--- src/rtl/tl45_memory.sv ---
// TL45 memory stage: passes ALU results through in one registered cycle and
// runs a single pipelined-Wishbone transaction for LW/SW/LB/LBU/SB.
// Handshake: the upstream ALU stage holds its outputs while o_pipe_stall=1 and
// advances on an edge where o_pipe_stall=0; the bus accepts a request on an
// edge where stb=1 and i_wb_stall=0, and completes it with ack or err (err wins).
module tl45_memory #(
   parameter logic [4:0] OP_LB  = 5'h10,
   parameter logic [4:0] OP_LBU = 5'h11,
   parameter logic [4:0] OP_SB  = 5'h12,
   parameter logic [4:0] OP_LW  = 5'h14,
   parameter logic [4:0] OP_SW  = 5'h15
) (
   input  logic        i_clk,
   input  logic        i_reset_n,
   input  logic        i_pipe_stall,
   output logic        o_pipe_stall,
   input  logic [4:0]  i_opcode,
   input  logic [3:0]  i_dr,
   input  logic [31:0] i_value,
   input  logic [31:0] i_sr_val,
   output logic [3:0]  o_dr,
   output logic [31:0] o_value,
   output logic [3:0]  o_of_reg,
   output logic [31:0] o_of_val,
   output logic        o_mem_err,
   output logic        o_wb_cyc,
   output logic        o_wb_stb,
   output logic        o_wb_we,
   output logic [29:0] o_wb_addr,
   output logic [31:0] o_wb_data,
   output logic [3:0]  o_wb_sel,
   input  logic        i_wb_stall,
   input  logic        i_wb_ack,
   input  logic        i_wb_err,
   input  logic [31:0] i_wb_data,
   output logic [1:0]  o_state
);

   typedef enum logic [1:0] {
      S_IDLE = 2'd0,
      S_REQ  = 2'd1,
      S_WAIT = 2'd2,
      S_HOLD = 2'd3
   } state_t;

   state_t      state;
   logic        is_mem, is_load, is_store, is_word, misaligned;
   logic        bus_done, completing;
   logic [7:0]  ld_byte;
   logic [31:0] ld_data;
   logic [3:0]  res_dr;
   logic [31:0] res_val;
   logic [3:0]  hold_dr;
   logic [31:0] hold_val;
   logic        hold_err;

   assign o_state = state;

   // Opcode decode, load-lane extraction and completion detection
   always_comb begin
      is_load    = (i_opcode == OP_LB) || (i_opcode == OP_LBU) || (i_opcode == OP_LW);
      is_store   = (i_opcode == OP_SB) || (i_opcode == OP_SW);
      is_mem     = is_load || is_store;
      is_word    = (i_opcode == OP_LW) || (i_opcode == OP_SW);
      misaligned = is_word && (i_value[1:0] != 2'b00);

      ld_byte = i_wb_data[7:0];
      case (i_value[1:0])
         2'd0: ld_byte = i_wb_data[7:0];
         2'd1: ld_byte = i_wb_data[15:8];
         2'd2: ld_byte = i_wb_data[23:16];
         2'd3: ld_byte = i_wb_data[31:24];
         default: ld_byte = i_wb_data[7:0];
      endcase
      if (i_opcode == OP_LW)
         ld_data = i_wb_data;
      else if (i_opcode == OP_LB)
         ld_data = {{24{ld_byte[7]}}, ld_byte};
      else
         ld_data = {24'h0, ld_byte};

      // An ack on the same edge the request is accepted also completes it
      bus_done = (i_wb_ack || i_wb_err) &&
                 ((state == S_WAIT) || ((state == S_REQ) && !i_wb_stall));

      // Only a successful load produces a register write
      res_dr  = (is_load && !i_wb_err) ? i_dr : 4'd0;
      res_val = (is_load && !i_wb_err) ? ld_data : 32'd0;

      completing = bus_done || (state == S_HOLD) ||
                   ((state == S_IDLE) && misaligned);
   end

   // Upstream stall and operand forwarding
   always_comb begin
      o_pipe_stall = i_pipe_stall || (is_mem && !completing);
      o_of_reg = 4'd0;
      o_of_val = 32'd0;
      if (!is_mem) begin
         o_of_reg = i_dr;
         o_of_val = i_value;
      end else if (bus_done && is_load && !i_wb_err) begin
         o_of_reg = i_dr;
         o_of_val = ld_data;
      end
   end

   // Transaction FSM with registered bus controls and writeback buffer
   always_ff @(posedge i_clk or negedge i_reset_n) begin
      if (!i_reset_n) begin
         state     <= S_IDLE;
         o_dr      <= 4'd0;
         o_value   <= 32'd0;
         o_mem_err <= 1'b0;
         o_wb_cyc  <= 1'b0;
         o_wb_stb  <= 1'b0;
         o_wb_we   <= 1'b0;
         o_wb_addr <= 30'd0;
         o_wb_data <= 32'd0;
         o_wb_sel  <= 4'd0;
         hold_dr   <= 4'd0;
         hold_val  <= 32'd0;
         hold_err  <= 1'b0;
      end else begin
         o_mem_err <= 1'b0;
         case (state)
            S_IDLE: begin
               if (!i_pipe_stall) begin
                  if (!is_mem) begin
                     o_dr    <= i_dr;
                     o_value <= i_value;
                  end else if (misaligned) begin
                     o_dr      <= 4'd0;
                     o_value   <= 32'd0;
                     o_mem_err <= 1'b1;
                  end else begin
                     state     <= S_REQ;
                     o_wb_cyc  <= 1'b1;
                     o_wb_stb  <= 1'b1;
                     o_wb_we   <= is_store;
                     o_wb_addr <= i_value[31:2];
                     o_wb_data <= is_word ? i_sr_val : {4{i_sr_val[7:0]}};
                     o_wb_sel  <= is_word ? 4'hF : (4'b0001 << i_value[1:0]);
                  end
               end
            end
            S_REQ, S_WAIT: begin
               if ((state == S_REQ) && !i_wb_stall) begin
                  o_wb_stb <= 1'b0;
                  state    <= S_WAIT;
               end
               if (bus_done) begin
                  o_wb_cyc <= 1'b0;
                  o_wb_stb <= 1'b0;
                  if (i_pipe_stall) begin
                     state    <= S_HOLD;
                     hold_dr  <= res_dr;
                     hold_val <= res_val;
                     hold_err <= i_wb_err;
                  end else begin
                     state     <= S_IDLE;
                     o_dr      <= res_dr;
                     o_value   <= res_val;
                     o_mem_err <= i_wb_err;
                  end
               end
            end
            S_HOLD: begin
               if (!i_pipe_stall) begin
                  state     <= S_IDLE;
                  o_dr      <= hold_dr;
                  o_value   <= hold_val;
                  o_mem_err <= hold_err;
               end
            end
            default: state <= S_IDLE;
         endcase
      end
   end

endmodule

--- config.mk ---
export PLATFORM = sky130hd
export DESIGN_NAME = tl45_memory
export DESIGN_NICKNAME = d
export VERILOG_FILES = /design/src/rtl/tl45_memory.sv
export SDC_FILE = /design/constraint.sdc
export NUM_CORES = 1
export LEC_CHECK = 0
export ABC_AREA = 1
export BUFFER_PORTS_ARGS = -buffer_cell sky130_fd_sc_hd__buf_4
export CAP_MARGIN = 25
export CORE_UTILIZATION = 51
export CTS_CLUSTER_SIZE = 28
export DETAILED_ROUTE_END_ITERATION = 8
export PLACE_DENSITY = 0.92
export SETUP_SLACK_MARGIN = 0.05
export SYNTH_ARGS = -nofsm -noshare
export SYNTH_HDL_FRONTEND = slang
export SYNTH_SLANG_ARGS = --single-unit
--- constraint.sdc ---
create_clock -name i_clk -period 2.78 [get_ports i_clk]
set_clock_uncertainty 0.2 [all_clocks]
set_input_delay 0.139 -clock i_clk [delete_from_list [all_inputs] [get_ports i_clk]]
set_output_delay 0.139 -clock i_clk [all_outputs]
set_load 0.005 [all_outputs]
* After elaboration in Yosys (flattened, before gate mapping)
Index checks and enable logic that the tools add are counted.
** Word-level totals
- Register bits after elaboration :: 145
- Bits of input ports :: 111
- Logic and storage cells :: 115
** Cells by class
- Equality and inequality tests :: 19
- Multiplexer cells :: 48
- Reductions and logical operators :: 32
- Shifts and indexed selects :: 1
- Bitwise gates (word level) :: 2
** Operators with widths (count)
- two-way mux 32 bit :: 12
- case mux 32 bit (3 select lines) :: 1
- two-way mux 4 bit :: 10
- case mux 8 bit (4 select lines) :: 1
- == test 5 bit, second input constant :: 5
- AND reduction 5 bit :: 4
- two-way mux 2 bit :: 7
- two-way mux 1 bit :: 12
- != test 2 bit, second input constant :: 6
- case mux 4 bit (3 select lines) :: 1
- logical OR 1 bit :: 10
- == test 2 bit, second input constant :: 4
- logical AND 1 bit :: 8
- != test 3 bit, second input constant :: 2
- case mux 2 bit (3 select lines) :: 1
- == test 2 x 1 -> 1 bit, second input constant :: 2
- zero test 2 bit :: 2
- case mux 1 bit (2 select lines) :: 2
- AND reduction 4 bit :: 1
- nonzero test 2 bit :: 2
- << shifter 1 x 2 -> 4 bit, first input constant :: 1
- zero test 1 bit :: 3
- case mux 1 bit (3 select lines) :: 1
- AND reduction 3 bit :: 1
- other kinds (2) :: 3

* Depth between registers and ports, before layout
- Depth in word-level cells :: 9
- Depth in mapped cells :: 13
- Gate-level depth less buffers :: 12

* Worst setup path before layout
OpenSTA, ideal clock, no wires.
- Kind :: reg-to-reg
- From :: register state[0], in the netlist o_state[0]
- To :: register o_value[16]
- Required time :: 2.514 ns
- Data arrival time :: 1.827 ns
- Cell stages (with the launch flop) :: 12
- Path slack :: 0.688 ns
- Library setup time :: 0.066 ns
- Path through :: dfrtp_1 -> inv_1 -> ha_1 -> clkbuf_1 -> o21ai_0 -> nand2_1 -> nand2_1 -> nand2_2 -> inv_2 -> buf_2 -> nand2_1 -> nand2_1
** On the way
- Longest elaborated chain between the ends :: 6
** RTL lines
- start, declared :: line 46 : state_t state;
- start signal, assigned :: line 111 : state <= S_IDLE;
- start signal, assigned :: line 137 : state <= S_REQ;
- start signal, assigned :: line 150 : state <= S_WAIT;
- == test 2 x 1 -> 1 bit :: line 84, 126
- logical AND 1 bit :: line 84 : ((state == S_WAIT) || ((state == S_REQ) && !i_wb_stall));
- logical OR 1 bit :: line 84
- logical AND 1 bit :: line 83 : bus_done = (i_wb_ack || i_wb_err) &&
- != test 2 bit (no source line)
- AND reduction 5 bit (no source line)
- end signal, assigned :: line 131 : o_value <= i_value;
- end signal, assigned :: line 163 : o_value <= res_val;
- end signal, assigned :: line 172 : o_value <= hold_val;
- end, declared :: line 22 : output logic [31:0] o_value,
Several ways; a longest one is shown, not always the timed one.
A chain may end at the register's enable or synchronous reset.

* Worst setup path after layout
- From :: input port i_value[0]
- To :: output port o_of_val[16]
** On the way
- Longest elaborated chain between the ends :: 6
** RTL lines
- start, declared :: line 19 : input logic [31:0] i_value,
- == test 2 bit (tied with other cells) :: line 68 : case (i_value[1:0])
- case mux 8 bit (4 select lines) (*) :: line 68
- two-way mux 32 bit (*) :: line 77 : else if (i_opcode == OP_LB)
- two-way mux 32 bit (*) :: line 75 : if (i_opcode == OP_LW)
- two-way mux 32 bit (*) :: line 102 : end else if (bus_done && is_load && !i_wb_err) begin
- two-way mux 32 bit (*) :: line 99 : if (!is_mem) begin
- end, declared :: line 24 : output logic [31:0] o_of_val,
Mark *: on every way between the ends. The rest lies on a longest branch, timed or not.

==> qor.csv <==
metric;value;unit
vias in the first global route;9050;
Seq pwr share;34.4;%
asr flop ratio synth;100;%
met1 Use GR;45.1;%
grt ovf;0;
Fmax;382;MHz
WL final;30.3;mm
Net Sw Frac;36.3;%
initial antenna violation count;0;
DP HPWL;18.0;mm
buffers added on ports;255;
pwr dens;829;nW/µm²
fin crit period;2620;ps
post-synthesis cell type count;21;
CTS Buffer Depth;2;
synth warn;0;
met3 global-route usage;13.0;%
hold crit path type;in -> reg;
Mapped Area;7610;µm²
Critical Path Start Type;input port;
Cell Int Power;5.99;mW
total power draw;9.41;mW
Area Growth Syn to Fin;49.0;%
most common cell in the netlist;nand2_1;
Nets;1544;
fraction of layout cells with a size suffix above 1;22.7;%
RSZ-0062 raised after global routing;yes;
leading area contributor after synthesis;dfrtp_1;
die height;124;µm
synth cell count leaders;nand2_1 (553), dfrtp_1 (145), nand3_1 (109), o21ai_0 (81), inv_1 (64);
diode count;0;
Final Slew Violations;0;
Synthesized Nets;1207;
Die Wd;124;µm
MaxCap Viol Count;0;
# IOs;256;
total number of vias;9382;
number of synthesized flops with an enable pin;0;
final hold viol count;0;
CTS tree;yes;
Clk Latency, worst-skew pair;420;ps
global route hottest layer;met2;
Clock Power Share;25.7;%
Pre-antenna DRT Iters;7;
Final ANT Viol Nets;0;
Initial Util;52.4;%
Area contributors post-synth;dfrtp_1 (48%), nand2_1 (27%), nand3_1 (7.2%);
gr usage total;40.0;%
Crit Path Category;in -> out;
post-route cell area;11300;µm²
Post-DP Area;9700;µm²
Setup Viol. Count Final;0;
VDD IR-drop max;474;µV
Die Area;15400;µm²
Synth top area share;47.7;%
H-tree levels;4;
syn avg cell area;6.98;µm²
first-pass GRT wire length;46.1;mm
Most used DFF post-synth;dfrtp_1;
status;complete, no violations;
Slew @ Worst Pin;740;ps
Tcrit/Tclk final;94.2;%
sequential area share after synthesis;47.7;%
critical path capture point type;primary output;
Final Hold Slack;15.4;ps
# clock sinks;145;
gpl congestion;0.872;
Max FO, Critical Path;18;
combinational share of power;39.9;%
clock-pin slew on the worst setup and hold paths;60;ps
FP Rows;44;
largest net degree at the start of global routing;77;
Post-Synthesis Cells;1091;
Worst EP arrival;2280;ps
Sw Pwr;3.42;mW
core area;14500;µm²
# DRC;0;
leak pwr;6.22;nW
required time of the critical path;2440;ps
Vias/cell;5.78;
M2 GR Usage;65.3;%
routed len/inst;18.7;µm
slew margin rel.;50.7;%
CTS Buf Count;17;
Yosys reg bits;145;
initial drt markers;1387;
Clk Tree Root Cell;clkbuf_16;
==> flip-flops by register name, indices dropped and copies added, names as in the netlist <==
| register | count |
|---|---|
| o_wb_stb | 1 |
| o_value | 32 |
| hold_err | 1 |
| hold_dr | 4 |
| o_wb_sel | 4 |
| o_wb_we | 1 |
| o_dr | 4 |
| hold_val | 32 |
| o_wb_cyc | 1 |
| o_wb_data | 32 |
| o_state | 2 |
| o_wb_addr | 30 |
| o_mem_err | 1 |
==> kinds of logic after synthesis <==
family	synth area share, %
and+or+nand+nor	36.7
DFF	47.7
buffers and inverters	7.25
AOI/OAI and AO/OA	7.56
adders and majority gates	0.822
==> layer usage <==
layer / part of all wire, % / vias up
met2: 47 / 814
met1: 35 / 4300
met5: 0 / -
met3: 12 / 169
met4: 5.4 / 0
li1: - / 4099
==> what timing repair did <==
action                                  4_1_cts  5_1_grt
endpoints found under the setup margin        0       31
hold endpoints to repair                    206        0
hold buffers                                100        0
gates resized for setup                       0        7
setup buffers                                 0        2
==> layout by cell type (no fill, tap or decap) <==
cell / n
nand2_1: 552
buf_4: 274
dfrtp_1: 145
nand3_1: 109
dlygate4sd3_1: 100
o21ai_0: 79
inv_1: 64
o21ai_1: 28
nor2_1: 18
clkbuf_16: 17
nor2_2: 5
a21oi_1: 5
nand4_1: 5
inv_2: 4
nand2_2: 4
ha_1: 4
bufinv_16: 4
buf_12: 4
clkbuf_1: 3
clkinv_2: 3
o21ai_2: 2
nor2_4: 2
clkinv_4: 2
nand2_4: 1
o21ai_4: 1
nor3_1: 1
ha_2: 1
clkinvlp_4: 1
clkbuf_8: 1
buf_6: 1
==> metrics by stage <==
| stage | setup TNS (ps) | setup slack (ps) | utilization, % | std cells |
|---|---|---|---|---|
| floorplan | 0 | 688 | - | 1091 |
| global placement | 0 | 514 | 66.7 | 1491 |
| detailed placement | 0 | 404 | 66.7 | 1491 |
| CTS | 0 | 54.5 | 77.8 | 1622 |
| global route | -8.05 | -8.05 | 78.1 | 1624 |
| finish | 0 | 161 | 78.1 | 1624 |
==> final timing paths <==
| check | start | end | slack, ps | depth (start not counted) |
|---|---|---|---|---|
| max in group asynchronous | i_reset_n | hold_val[12] | 1510 | 3 |
| max | i_value[0] | o_of_val[16] | 160 | 12 |
| max reg2reg | o_state[0] | o_value[28] | 250 | 12 |
| min | i_wb_data[7] | hold_val[7] | 20 | 7 |
| min in group asynchronous | i_reset_n | o_wb_addr[10] | 100 | 2 |
| min reg2reg | o_wb_data[13] | o_wb_data[13] | 270 | 2 |
==> power by group through the flow <==
stage	registers (mW)	clock network [mW]	logic [mW]
finish	3.24	2.41	3.76
global route	3.30	2.52	4.07
CTS	3.20	2.42	3.58
detailed placement	3.21	0	3.45
global placement	3.20	0	3.35
floorplan	3.22	0	1.59
==> critical path: stages <==
cell           delay, ps
dlygate4sd3_1        570
buf_4                180
inv_1                110
nand2_2              190
nor2_1                60
nor2_1               240
o21ai_4              120
buf_12               170
nand2_1               70
nand2_1              110
o21ai_2              150
buf_4                170
==> area by class of cell <==
class                           count  area, µm²
Sequential cell                   145       3630
Multi-Input combinational cell    817       3470
Fill cell                         884       3190
Timing Repair Buffer              379       3150
Clock buffer                       21        450
Inverter                           68        255
Tap cell                          184        230
Clock inverter                     10        160
Note: power is estimated with default switching activity, not from simulation.
